<file path="config.mk">
export PLATFORM = sky130hd
export DESIGN_NAME = exm_flat
export DESIGN_NICKNAME = d
export VERILOG_FILES = /design/src/rtl/exm_if.sv /design/src/rtl/exm.sv /design/src/flat_wrapper.sv
export SDC_FILE = /design/constraint.sdc
export NUM_CORES = 1
export LEC_CHECK = 0
export ABC_AREA = 1
export ABC_CLOCK_PERIOD_IN_PS = 2820
export CORE_ASPECT_RATIO = 0.8
export CORE_UTILIZATION = 35
export CTS_CLUSTER_DIAMETER = 100
export CTS_CLUSTER_SIZE = 10
export DETAILED_ROUTE_END_ITERATION = 12
export DONT_BUFFER_PORTS = 1
export PLACE_DENSITY = 0.5
export SETUP_SLACK_MARGIN = 0.15
export SLEW_MARGIN = 0
export SYNTH_ARGS = -nofsm -noshare
export SYNTH_HDL_FRONTEND = slang
export SYNTH_SLANG_ARGS = --single-unit
</file>
<file path="constraint.sdc">
create_clock -name clk_i -period 2.82 [get_ports clk_i]
set_clock_uncertainty 0.1 [all_clocks]
set_input_delay 0.141 -clock clk_i [delete_from_list [all_inputs] [get_ports clk_i]]
set_output_delay 0.141 -clock clk_i [all_outputs]
set_load 0.01 [all_outputs]
</file>
<file path="src/rtl/exm_if.sv">
// exm_if: decode -> exm -> load-store channel bundle.
//   Input side : input_valid_i/input_ready_o handshake, PC, ALU operands and
//                controls, branch condition/offset, pass-through fields (_i).
//   Output side: output_valid_o/output_ready_i handshake, result, branch
//                outcome/target, pass-through fields (_o).
//   slave  modport: the exm stage.
//   master modport: the surrounding pipeline (decode + load-store stage).
interface exm_if;
    // decode -> exm
    logic        input_ready_o;
    logic        input_valid_i;
    logic [31:0] pc_i;
    logic [31:0] alu_operand1_i;
    logic [31:0] alu_operand2_i;
    logic [2:0]  alu_op_i;
    logic        alu_sub_i;
    logic        alu_shift_left_i;
    logic        alu_signed_shift_i;
    logic [2:0]  branch_cond_i;
    logic [19:0] branch_offset_i;
    logic        reg_write_i;
    logic [4:0]  reg_addr_i;
    logic        ls_enable_i;
    logic        ls_write_i;
    logic [31:0] ls_write_data_i;
    logic [3:0]  ls_sel_i;
    logic        ls_unsigned_load_i;
    // exm -> load-store
    logic        output_ready_i;
    logic        output_valid_o;
    logic [31:0] result_o;
    logic        branch_o;
    logic [31:0] branch_target_o;
    logic        reg_write_o;
    logic [4:0]  reg_addr_o;
    logic        ls_enable_o;
    logic        ls_write_o;
    logic [31:0] ls_write_data_o;
    logic [3:0]  ls_sel_o;
    logic        ls_unsigned_load_o;

    modport slave (
        output input_ready_o,
        input  input_valid_i, pc_i, alu_operand1_i, alu_operand2_i, alu_op_i,
               alu_sub_i, alu_shift_left_i, alu_signed_shift_i, branch_cond_i,
               branch_offset_i, reg_write_i, reg_addr_i, ls_enable_i,
               ls_write_i, ls_write_data_i, ls_sel_i, ls_unsigned_load_i,
               output_ready_i,
        output output_valid_o, result_o, branch_o, branch_target_o,
               reg_write_o, reg_addr_o, ls_enable_o, ls_write_o,
               ls_write_data_o, ls_sel_o, ls_unsigned_load_o
    );

    modport master (
        input  input_ready_o,
        output input_valid_i, pc_i, alu_operand1_i, alu_operand2_i, alu_op_i,
               alu_sub_i, alu_shift_left_i, alu_signed_shift_i, branch_cond_i,
               branch_offset_i, reg_write_i, reg_addr_i, ls_enable_i,
               ls_write_i, ls_write_data_i, ls_sel_i, ls_unsigned_load_i,
               output_ready_i,
        input  output_valid_o, result_o, branch_o, branch_target_o,
               reg_write_o, reg_addr_o, ls_enable_o, ls_write_o,
               ls_write_data_o, ls_sel_o, ls_unsigned_load_o
    );
endinterface

</file>
<file path="src/rtl/exm.sv">
// exm: execute stage. One registered pipeline stage computing the ALU result,
// branch decision and branch target for each accepted instruction, and
// forwarding the write-back / load-store control fields unchanged.
//   clk_i : clock, all state on rising edge
//   rst_i : synchronous active-high reset
//   bus   : exm_if.slave, input handshake + instruction fields, output
//           handshake + registered result/branch/pass-through fields
module exm (
    input  logic  clk_i,
    input  logic  rst_i,
    exm_if.slave  bus
);
    localparam int unsigned XLEN  = 32;
    localparam int unsigned SH_W  = 5;

    localparam logic [2:0] OP_ADD  = 3'b000;
    localparam logic [2:0] OP_SLL  = 3'b001;
    localparam logic [2:0] OP_SLT  = 3'b010;
    localparam logic [2:0] OP_SLTU = 3'b011;
    localparam logic [2:0] OP_XOR  = 3'b100;
    localparam logic [2:0] OP_SRL  = 3'b101;
    localparam logic [2:0] OP_OR   = 3'b110;
    localparam logic [2:0] OP_AND  = 3'b111;

    localparam logic [2:0] BR_NONE = 3'b000;
    localparam logic [2:0] BR_EQ   = 3'b001;
    localparam logic [2:0] BR_NE   = 3'b010;
    localparam logic [2:0] BR_LT   = 3'b011;
    localparam logic [2:0] BR_GE   = 3'b100;
    localparam logic [2:0] BR_LTU  = 3'b101;
    localparam logic [2:0] BR_GEU  = 3'b110;
    localparam logic [2:0] BR_ALW  = 3'b111;

    logic [XLEN-1:0] op1;
    logic [XLEN-1:0] op2;
    logic [SH_W-1:0] shamt;
    logic            lt_s;
    logic            lt_u;
    logic            eq;
    logic [XLEN-1:0] alu_result;
    logic            branch_taken;
    logic [XLEN-1:0] branch_target;
    logic            in_xfer;

    assign op1   = bus.alu_operand1_i;
    assign op2   = bus.alu_operand2_i;
    assign shamt = op2[SH_W-1:0];
    assign lt_s  = $signed(op1) < $signed(op2);
    assign lt_u  = op1 < op2;
    assign eq    = op1 == op2;

    // Accept when the output register is empty or drains this same edge.
    assign bus.input_ready_o = !rst_i && (!bus.output_valid_o || bus.output_ready_i);
    assign in_xfer           = bus.input_valid_i && bus.input_ready_o;

    // ALU datapath
    always_comb begin
        alu_result = '0;
        case (bus.alu_op_i)
            OP_ADD:  alu_result = bus.alu_sub_i ? (op1 - op2) : (op1 + op2);
            OP_SLL,
            OP_SRL: begin
                if (bus.alu_shift_left_i)
                    alu_result = op1 << shamt;
                else if (bus.alu_signed_shift_i)
                    alu_result = XLEN'($signed(op1) >>> shamt);
                else
                    alu_result = op1 >> shamt;
            end
            OP_SLT:  alu_result = {{(XLEN-1){1'b0}}, lt_s};
            OP_SLTU: alu_result = {{(XLEN-1){1'b0}}, lt_u};
            OP_XOR:  alu_result = op1 ^ op2;
            OP_OR:   alu_result = op1 | op2;
            OP_AND:  alu_result = op1 & op2;
            default: alu_result = '0;
        endcase
    end

    // Branch decision, independent of the ALU opcode
    always_comb begin
        branch_taken = 1'b0;
        case (bus.branch_cond_i)
            BR_NONE: branch_taken = 1'b0;
            BR_EQ:   branch_taken = eq;
            BR_NE:   branch_taken = !eq;
            BR_LT:   branch_taken = lt_s;
            BR_GE:   branch_taken = !lt_s;
            BR_LTU:  branch_taken = lt_u;
            BR_GEU:  branch_taken = !lt_u;
            BR_ALW:  branch_taken = 1'b1;
            default: branch_taken = 1'b0;
        endcase
    end

    // Offset is in halfwords: append a zero bit, then sign-extend to XLEN.
    assign branch_target = bus.pc_i
                         + {{(XLEN-21){bus.branch_offset_i[19]}}, bus.branch_offset_i, 1'b0};

    // Output register: loads on input transfer, otherwise holds; valid drops
    // only when the output drains with nothing replacing it.
    always_ff @(posedge clk_i) begin
        if (rst_i) begin
            bus.output_valid_o     <= 1'b0;
            bus.result_o           <= '0;
            bus.branch_o           <= 1'b0;
            bus.branch_target_o    <= '0;
            bus.reg_write_o        <= 1'b0;
            bus.reg_addr_o         <= '0;
            bus.ls_enable_o        <= 1'b0;
            bus.ls_write_o         <= 1'b0;
            bus.ls_write_data_o    <= '0;
            bus.ls_sel_o           <= '0;
            bus.ls_unsigned_load_o <= 1'b0;
        end else if (in_xfer) begin
            bus.output_valid_o     <= 1'b1;
            bus.result_o           <= alu_result;
            bus.branch_o           <= branch_taken;
            bus.branch_target_o    <= branch_target;
            bus.reg_write_o        <= bus.reg_write_i;
            bus.reg_addr_o         <= bus.reg_addr_i;
            bus.ls_enable_o        <= bus.ls_enable_i;
            bus.ls_write_o         <= bus.ls_write_i;
            bus.ls_write_data_o    <= bus.ls_write_data_i;
            bus.ls_sel_o           <= bus.ls_sel_i;
            bus.ls_unsigned_load_o <= bus.ls_unsigned_load_i;
        end else if (bus.output_valid_o && bus.output_ready_i) begin
            bus.output_valid_o     <= 1'b0;
        end
    end
endmodule

</file>
<file path="src/flat_wrapper.sv">
// flat-port wrapper written by rule: the top's interface ports become plain ports
module exm_flat 
  (clk_i, rst_i, bus_input_ready_o, bus_input_valid_i, bus_pc_i, bus_alu_operand1_i, bus_alu_operand2_i, bus_alu_op_i, bus_alu_sub_i, bus_alu_shift_left_i, bus_alu_signed_shift_i, bus_branch_cond_i, bus_branch_offset_i, bus_reg_write_i, bus_reg_addr_i, bus_ls_enable_i, bus_ls_write_i, bus_ls_write_data_i, bus_ls_sel_i, bus_ls_unsigned_load_i, bus_output_ready_i, bus_output_valid_o, bus_result_o, bus_branch_o, bus_branch_target_o, bus_reg_write_o, bus_reg_addr_o, bus_ls_enable_o, bus_ls_write_o, bus_ls_write_data_o, bus_ls_sel_o, bus_ls_unsigned_load_o);
  exm_if bus_i ();
  input  logic clk_i;
  input  logic rst_i;
  output wire logic [$bits(bus_i.input_ready_o)-1:0] bus_input_ready_o;
  input wire logic [$bits(bus_i.input_valid_i)-1:0] bus_input_valid_i;
  input wire logic [$bits(bus_i.pc_i)-1:0] bus_pc_i;
  input wire logic [$bits(bus_i.alu_operand1_i)-1:0] bus_alu_operand1_i;
  input wire logic [$bits(bus_i.alu_operand2_i)-1:0] bus_alu_operand2_i;
  input wire logic [$bits(bus_i.alu_op_i)-1:0] bus_alu_op_i;
  input wire logic [$bits(bus_i.alu_sub_i)-1:0] bus_alu_sub_i;
  input wire logic [$bits(bus_i.alu_shift_left_i)-1:0] bus_alu_shift_left_i;
  input wire logic [$bits(bus_i.alu_signed_shift_i)-1:0] bus_alu_signed_shift_i;
  input wire logic [$bits(bus_i.branch_cond_i)-1:0] bus_branch_cond_i;
  input wire logic [$bits(bus_i.branch_offset_i)-1:0] bus_branch_offset_i;
  input wire logic [$bits(bus_i.reg_write_i)-1:0] bus_reg_write_i;
  input wire logic [$bits(bus_i.reg_addr_i)-1:0] bus_reg_addr_i;
  input wire logic [$bits(bus_i.ls_enable_i)-1:0] bus_ls_enable_i;
  input wire logic [$bits(bus_i.ls_write_i)-1:0] bus_ls_write_i;
  input wire logic [$bits(bus_i.ls_write_data_i)-1:0] bus_ls_write_data_i;
  input wire logic [$bits(bus_i.ls_sel_i)-1:0] bus_ls_sel_i;
  input wire logic [$bits(bus_i.ls_unsigned_load_i)-1:0] bus_ls_unsigned_load_i;
  input wire logic [$bits(bus_i.output_ready_i)-1:0] bus_output_ready_i;
  output wire logic [$bits(bus_i.output_valid_o)-1:0] bus_output_valid_o;
  output wire logic [$bits(bus_i.result_o)-1:0] bus_result_o;
  output wire logic [$bits(bus_i.branch_o)-1:0] bus_branch_o;
  output wire logic [$bits(bus_i.branch_target_o)-1:0] bus_branch_target_o;
  output wire logic [$bits(bus_i.reg_write_o)-1:0] bus_reg_write_o;
  output wire logic [$bits(bus_i.reg_addr_o)-1:0] bus_reg_addr_o;
  output wire logic [$bits(bus_i.ls_enable_o)-1:0] bus_ls_enable_o;
  output wire logic [$bits(bus_i.ls_write_o)-1:0] bus_ls_write_o;
  output wire logic [$bits(bus_i.ls_write_data_o)-1:0] bus_ls_write_data_o;
  output wire logic [$bits(bus_i.ls_sel_o)-1:0] bus_ls_sel_o;
  output wire logic [$bits(bus_i.ls_unsigned_load_o)-1:0] bus_ls_unsigned_load_o;
  assign bus_input_ready_o = bus_i.input_ready_o;
  assign bus_i.input_valid_i = bus_input_valid_i;
  assign bus_i.pc_i = bus_pc_i;
  assign bus_i.alu_operand1_i = bus_alu_operand1_i;
  assign bus_i.alu_operand2_i = bus_alu_operand2_i;
  assign bus_i.alu_op_i = bus_alu_op_i;
  assign bus_i.alu_sub_i = bus_alu_sub_i;
  assign bus_i.alu_shift_left_i = bus_alu_shift_left_i;
  assign bus_i.alu_signed_shift_i = bus_alu_signed_shift_i;
  assign bus_i.branch_cond_i = bus_branch_cond_i;
  assign bus_i.branch_offset_i = bus_branch_offset_i;
  assign bus_i.reg_write_i = bus_reg_write_i;
  assign bus_i.reg_addr_i = bus_reg_addr_i;
  assign bus_i.ls_enable_i = bus_ls_enable_i;
  assign bus_i.ls_write_i = bus_ls_write_i;
  assign bus_i.ls_write_data_i = bus_ls_write_data_i;
  assign bus_i.ls_sel_i = bus_ls_sel_i;
  assign bus_i.ls_unsigned_load_i = bus_ls_unsigned_load_i;
  assign bus_i.output_ready_i = bus_output_ready_i;
  assign bus_output_valid_o = bus_i.output_valid_o;
  assign bus_result_o = bus_i.result_o;
  assign bus_branch_o = bus_i.branch_o;
  assign bus_branch_target_o = bus_i.branch_target_o;
  assign bus_reg_write_o = bus_i.reg_write_o;
  assign bus_reg_addr_o = bus_i.reg_addr_o;
  assign bus_ls_enable_o = bus_i.ls_enable_o;
  assign bus_ls_write_o = bus_i.ls_write_o;
  assign bus_ls_write_data_o = bus_i.ls_write_data_o;
  assign bus_ls_sel_o = bus_i.ls_sel_o;
  assign bus_ls_unsigned_load_o = bus_i.ls_unsigned_load_o;
  exm u_core (.clk_i(clk_i), .rst_i(rst_i), .bus(bus_i));
endmodule
</file>
# Word level (Yosys, flattened, before mapping)
# Index checks and enable logic that the tools add are counted.
[classes]
addsub = 3
n_lt_le_gt_ge = 2
eq_ne = 15
n_shift = 3
muxes = 7
n_bitwise = 3
reduce_logical = 13
[op_table]
columns = ["cell", "n"]
rows = [
  ["32-bit one-hot mux with 7 select lines", 1],
  ["32-bit two-way mux", 3],
  ["32-bit adder", 2],
  ["32-bit < comparator", 2],
  ["32-bit bitwise AND", 1],
  ["32-bit equality test", 1],
  ["32-bit OR", 1],
  ["32-bit by 5-bit left shift with 32-bit output", 1],
  ["32-bit by 5-bit right shift with 32-bit output", 1],
  ["32-bit by 5-bit >>> shifter with 32-bit output", 1],
  ["32-bit subtractor", 1],
  ["32-bit XOR", 1],
  ["3-bit equality test, second input constant", 8],
  ["3-bit by 2-bit equality test with 1-bit output, second input constant", 4],
  ["1-bit one-hot mux with 8 select lines", 1],
  ["3-bit by 1-bit equality test with 1-bit output, second input constant", 2],
  ["3-bit zero test", 2],
  ["1-bit zero test", 5],
  ["1-bit logical AND", 3],
  ["1-bit two-way mux", 2],
  ["2-bit nonzero test", 1],
  ["2-bit OR reduction", 1],
  ["1-bit logical OR", 1],
]
[totals]
ff_bits = 111
inputBits = 174
output_inout_bits = 112
wordCells = 57

# Longest topological paths before layout
[logic_depth]
word_depth = 5
depth_mapped = 22
mapped_depth_nobuf = 19

# Worst setup path after synthesis
# No wires, ideal clock.
[synth_path]
path_kind = "in2reg"
startpoint = "input port bus_alu_operand2_i[2]"
endpoint = "register u_core.bus.result_o[16]"
setup_time_ns = 0.115
arrival_time_ns = 2.202
required_time_ns = 2.605
setup_slack_ns = 0.403
cell_stages = 17
n_path_buf = 4
cell_sequence = "buf_2 inv_2 buf_2 buf_2 ha_1 buf_2 nor2_2 nand2_1 nand3_1 nand3_1 nand2_1 nand2_1 nand2_1 nand2_1 a21oi_1 o21ai_0 o21a_1"
[synth_between]
elab_chain_len = 4
word_cells_on_any_way = 9
classes_between = "add/sub (2); shift (3); mux (4)"
[synth_lines]
columns = ["element", "line_no", "source"]
rows = [
  ["from (decl)", "flat_wrapper.sv:11", "input wire logic [$bits(bus_i.alu_operand2_i)-1:0] bus_alu_operand2_i;"],
  ["parallel branches: the longest is 3 deep, another holds 32-bit adder", "--", ""],
  ["32-bit one-hot mux with 7 select lines *", "exm.sv:59", "case (bus.alu_op_i)"],
  ["to (signal assigned)", "exm.sv:116", "bus.result_o <= alu_result;"],
  ["to (decl)", "exm_if.sv:49", "output output_valid_o, result_o, branch_o, branch_target_o,"],
]
# Every way passes the cells marked *.
# A chain may end at the register's enable or synchronous reset.

# Final worst setup path
[layout_path]
startpoint = "input port bus_alu_operand2_i[21]"
endpoint = "register u_core.bus.result_o[24]"
[layout_between]
elab_chain_len = 3
word_cells_on_any_way = 4
classes_between = "add/sub (2); mux (2)"
[layout_lines]
columns = ["element", "line_no", "source"]
rows = [
  ["32-bit adder / 32-bit subtractor (equally long branches)", "exm.sv:60", "OP_ADD: alu_result = bus.alu_sub_i ? (op1 - op2) : (op1 + op2);"],
  ["32-bit two-way mux *", "exm.sv:60", ""],
  ["32-bit one-hot mux with 7 select lines *", "exm.sv:59", ""],
]
# Mark *: on every way between the ends. The rest lies on a longest branch, timed or not.

==> run metrics <==
status=completed; mux contribution to synthesized area=0%; layout cells sized above 1=4.95%; routed wire length=73,800 um; worst hold path type=in -> reg; Post-Synth Simple-Gate Area=46.1%; worst hold path depth=3; GRT Total Usage=32.1%; largest net degree at the start of global routing=138; XOR/XNOR Fraction of Synth Area=1.20%; Tmin final=2.57 ns; maximum root-to-sink buffer count=2; row cnt=68; clk root buf=clkbuf_16; unique cell type count in the Yosys netlist=52; sequential area share after synthesis=14.5%; WP data required=3.08 ns; RSZ-0062 raised after global routing=true; largest family of logic cells by synthesized area=simple AND/OR/NAND/NOR gates; syn avg cell area=5.53 um^2; setup tns final=0 ns; Die X=236 um; Worst-Margin Slew=0.827 ns; Worst Setup Start Kind=primary input; die area=44,600 um^2; # setup viols final=0; CP Data Arrival Time=2.83 ns; initial cell density of the core=35.5%; Worst slew margin=44.3%; Via density=5.67; CP Class=in -> reg; syn_nets=3,074; drt pass-1 iters=8; Die Height=189 um; GRT overflow=0; nets@finish=3,064; DR WL/cell=22.2 um; post-synthesis compound-gate area fraction=15.6%; clk slew on worst S/H paths=0.11 ns; Mapped Cells=2,770; routed vias=18,900; Worst setup EP type=flop; Pwr Density=366 nW/um^2; I/O Buffers=0; Static Leakage=0.00866 uW; Clock Sink Count=111; initial antenna violation count=4; # IOs=286; Peak VDD IR=0.000313 V; adder-cell share of the synthesized area=10.8%; Initial DRC Count=1,900; Clk Latency, worst-skew pair=0.39 ns; most frequent cells in the layout=nand2_1, nand3_1, inv_1; crit path max fanout=9; antenna-violating nets left=0; # Max-Cap Violations=0; H-tree lvl count=3; min-delay src=bus_pc_i[3]; R2R Path Start=u_core.bus.output_valid_o; fmax=389 MHz; Tot Pwr=6150 uW; Mapped Area=15,300 um^2; Final Wtd Congestion=1.01; Core Area=43,100 um^2; Final Cycle Share=91.2%; Max Transition Viols Final=0; Ys Warns=0; Fillers=4,835; Layout area overhead=9.70%; first-pass GRT wire length=108,000 um; drt drc=0; detailed placement HPWL=58,700 um; Seq cells post-synth=111; commonest non-fill, non-tap cell in the layout=nand2_1; CP Launch Point=bus_alu_operand2_i[21]; TritonCTS clock tree=yes; R2R cell count=6; final hold vios=0; CTS Buf Count=9; vias in the first global route=17,200
[worst max-delay path, cell delays in order]
cell and delay (ns):
inv_1 0.04, ha_1 0.47, nand2_1 0.17, nor2_1 0.31, nand2_1 0.12, nor4_1 0.18, nand2_1 0.15, nand3_1 0.10
nand2_1 0.05, nand2_1 0.15, nand2_1 0.08, nand2_1 0.08, nand2_1 0.07, a21boi_1 0.15, dlygate4sd3_1 0.56
[worst paths after layout]
path	to	slack, ns
max reg2reg	u_core.bus.branch_target_o[2]	0.51
max	u_core.bus.result_o[24]	0.25
min reg2reg	u_core.bus.reg_addr_o[4]	0.42
min	u_core.bus.branch_target_o[3]	0.04
[synthesized netlist by cell type (all sizes together)]
| master | count | area (um^2) |
|---|---|---|
| nand3b | 10 | 75.1 |
| dfxtp | 111 | 2220 |
| ha | 127 | 1590 |
| a211oi | 2 | 15.0 |
| a31o | 1 | 8.76 |
| a21boi | 16 | 124 |
| nand3 | 422 | 2130 |
| xor2 | 8 | 70.1 |
| o211ai | 23 | 173 |
| a22oi | 2 | 15.0 |
| nor3 | 12 | 60.1 |
| buf | 88 | 494 |
| o2111ai | 4 | 35.0 |
| nor2 | 233 | 900 |
| o31ai | 1 | 7.51 |
| nand2 | 946 | 3580 |
| clkinv | 4 | 15.0 |
| xnor2 | 13 | 114 |
| or2 | 1 | 6.26 |
| o21bai | 16 | 120 |
| o22ai | 8 | 50.1 |
| nand4 | 25 | 156 |
| and3 | 2 | 12.5 |
| and2 | 13 | 81.3 |
| a21oi | 141 | 739 |
| a22o | 1 | 8.76 |
| o21a | 9 | 67.6 |
| inv | 298 | 1120 |
| o21ai | 133 | 688 |
| fa | 3 | 60.1 |
| o221a | 1 | 11.3 |
| a31oi | 5 | 31.3 |
| a21o | 7 | 52.6 |
| a221oi | 25 | 219 |
| clkbuf | 50 | 188 |
| o221ai | 2 | 17.5 |
| nor4 | 7 | 50.1 |
[cells by family after synthesis]
kind of cell,after synthesis
adder cells (fa/ha/maj),130
flip-flops,111
AND/OR/NAND/NOR,1671
buffers and inverters,440
AO/OA/AOI/OAI,397
XOR/XNOR,21
[flip-flops by register name, indices dropped and copies added, names as in the netlist]
| name | count |
|---|---|
| u_core.bus.ls_unsigned_load_o | 1 |
| u_core.bus.reg_addr_o | 5 |
| u_core.bus.ls_write_data_o | 32 |
| u_core.bus.output_valid_o | 1 |
| u_core.bus.ls_sel_o | 4 |
| u_core.bus.branch_target_o | 32 |
| u_core.bus.ls_write_o | 1 |
| u_core.bus.branch_o | 1 |
| u_core.bus.reg_write_o | 1 |
| u_core.bus.ls_enable_o | 1 |
| u_core.bus.result_o | 32 |
[report_power, final]
group,total (uW),switching [uW],internal [uW],leakage [uW]
clock network,1490,835,660,0.000155
logic,2720,1820,898,0.00759
registers,1940,220,1720,0.000921
total,6150,2880,3280,0.00866
[metrics by stage]
step	cell area, um^2	instances	hold slack, ns	worst slack, ns	utilization (%)
after floorplan	15300	2770	0.103	0.403	-
after global placement	15800	3242	0.105	0.283	36.5
after detailed placement	15800	3242	0.105	0.309	36.5
after CTS	16700	3324	0.00797	0.273	38.8
after global routing	16800	3325	0.0648	0.138	38.9
final	16800	3330	0.0391	0.247	38.9
[metal layers]
| metal | track usage [%] | wire (um) | part of all wire [%] | up-vias |
|---|---|---|---|---|
| li1 | - | - | - | 9016 |
| met1 | 44.1 | 32600 | 44 | 8830 |
| met2 | 48.6 | 31700 | 43 | 929 |
| met3 | 8.72 | 7560 | 10 | 99 |
| met4 | 9.13 | 1930 | 2.6 | 2 |
| met5 | 0 | 13 | 0.018 | - |
[layout make-up]
class                      count  area, um^2  area share [%]
sequential                   111        2220            13.2
antenna                        5        12.5          0.0745
clock buffer                   9         225            1.34
timing repair buffer         117        1080            6.44
tap                          560         701            4.17
multi-input combinational   2219       11300            67.4
inverter                     302        1130            6.76
clock inverter                 7        93.8           0.559
[repair_timing]
item	CTS	global route
setup endpoints to repair	0	4
gates resized for setup	0	13
buffers inserted	0	1
hold endpoints to repair	59	0
hold buffers	66	0
Power figures use the tool's default switching activity.
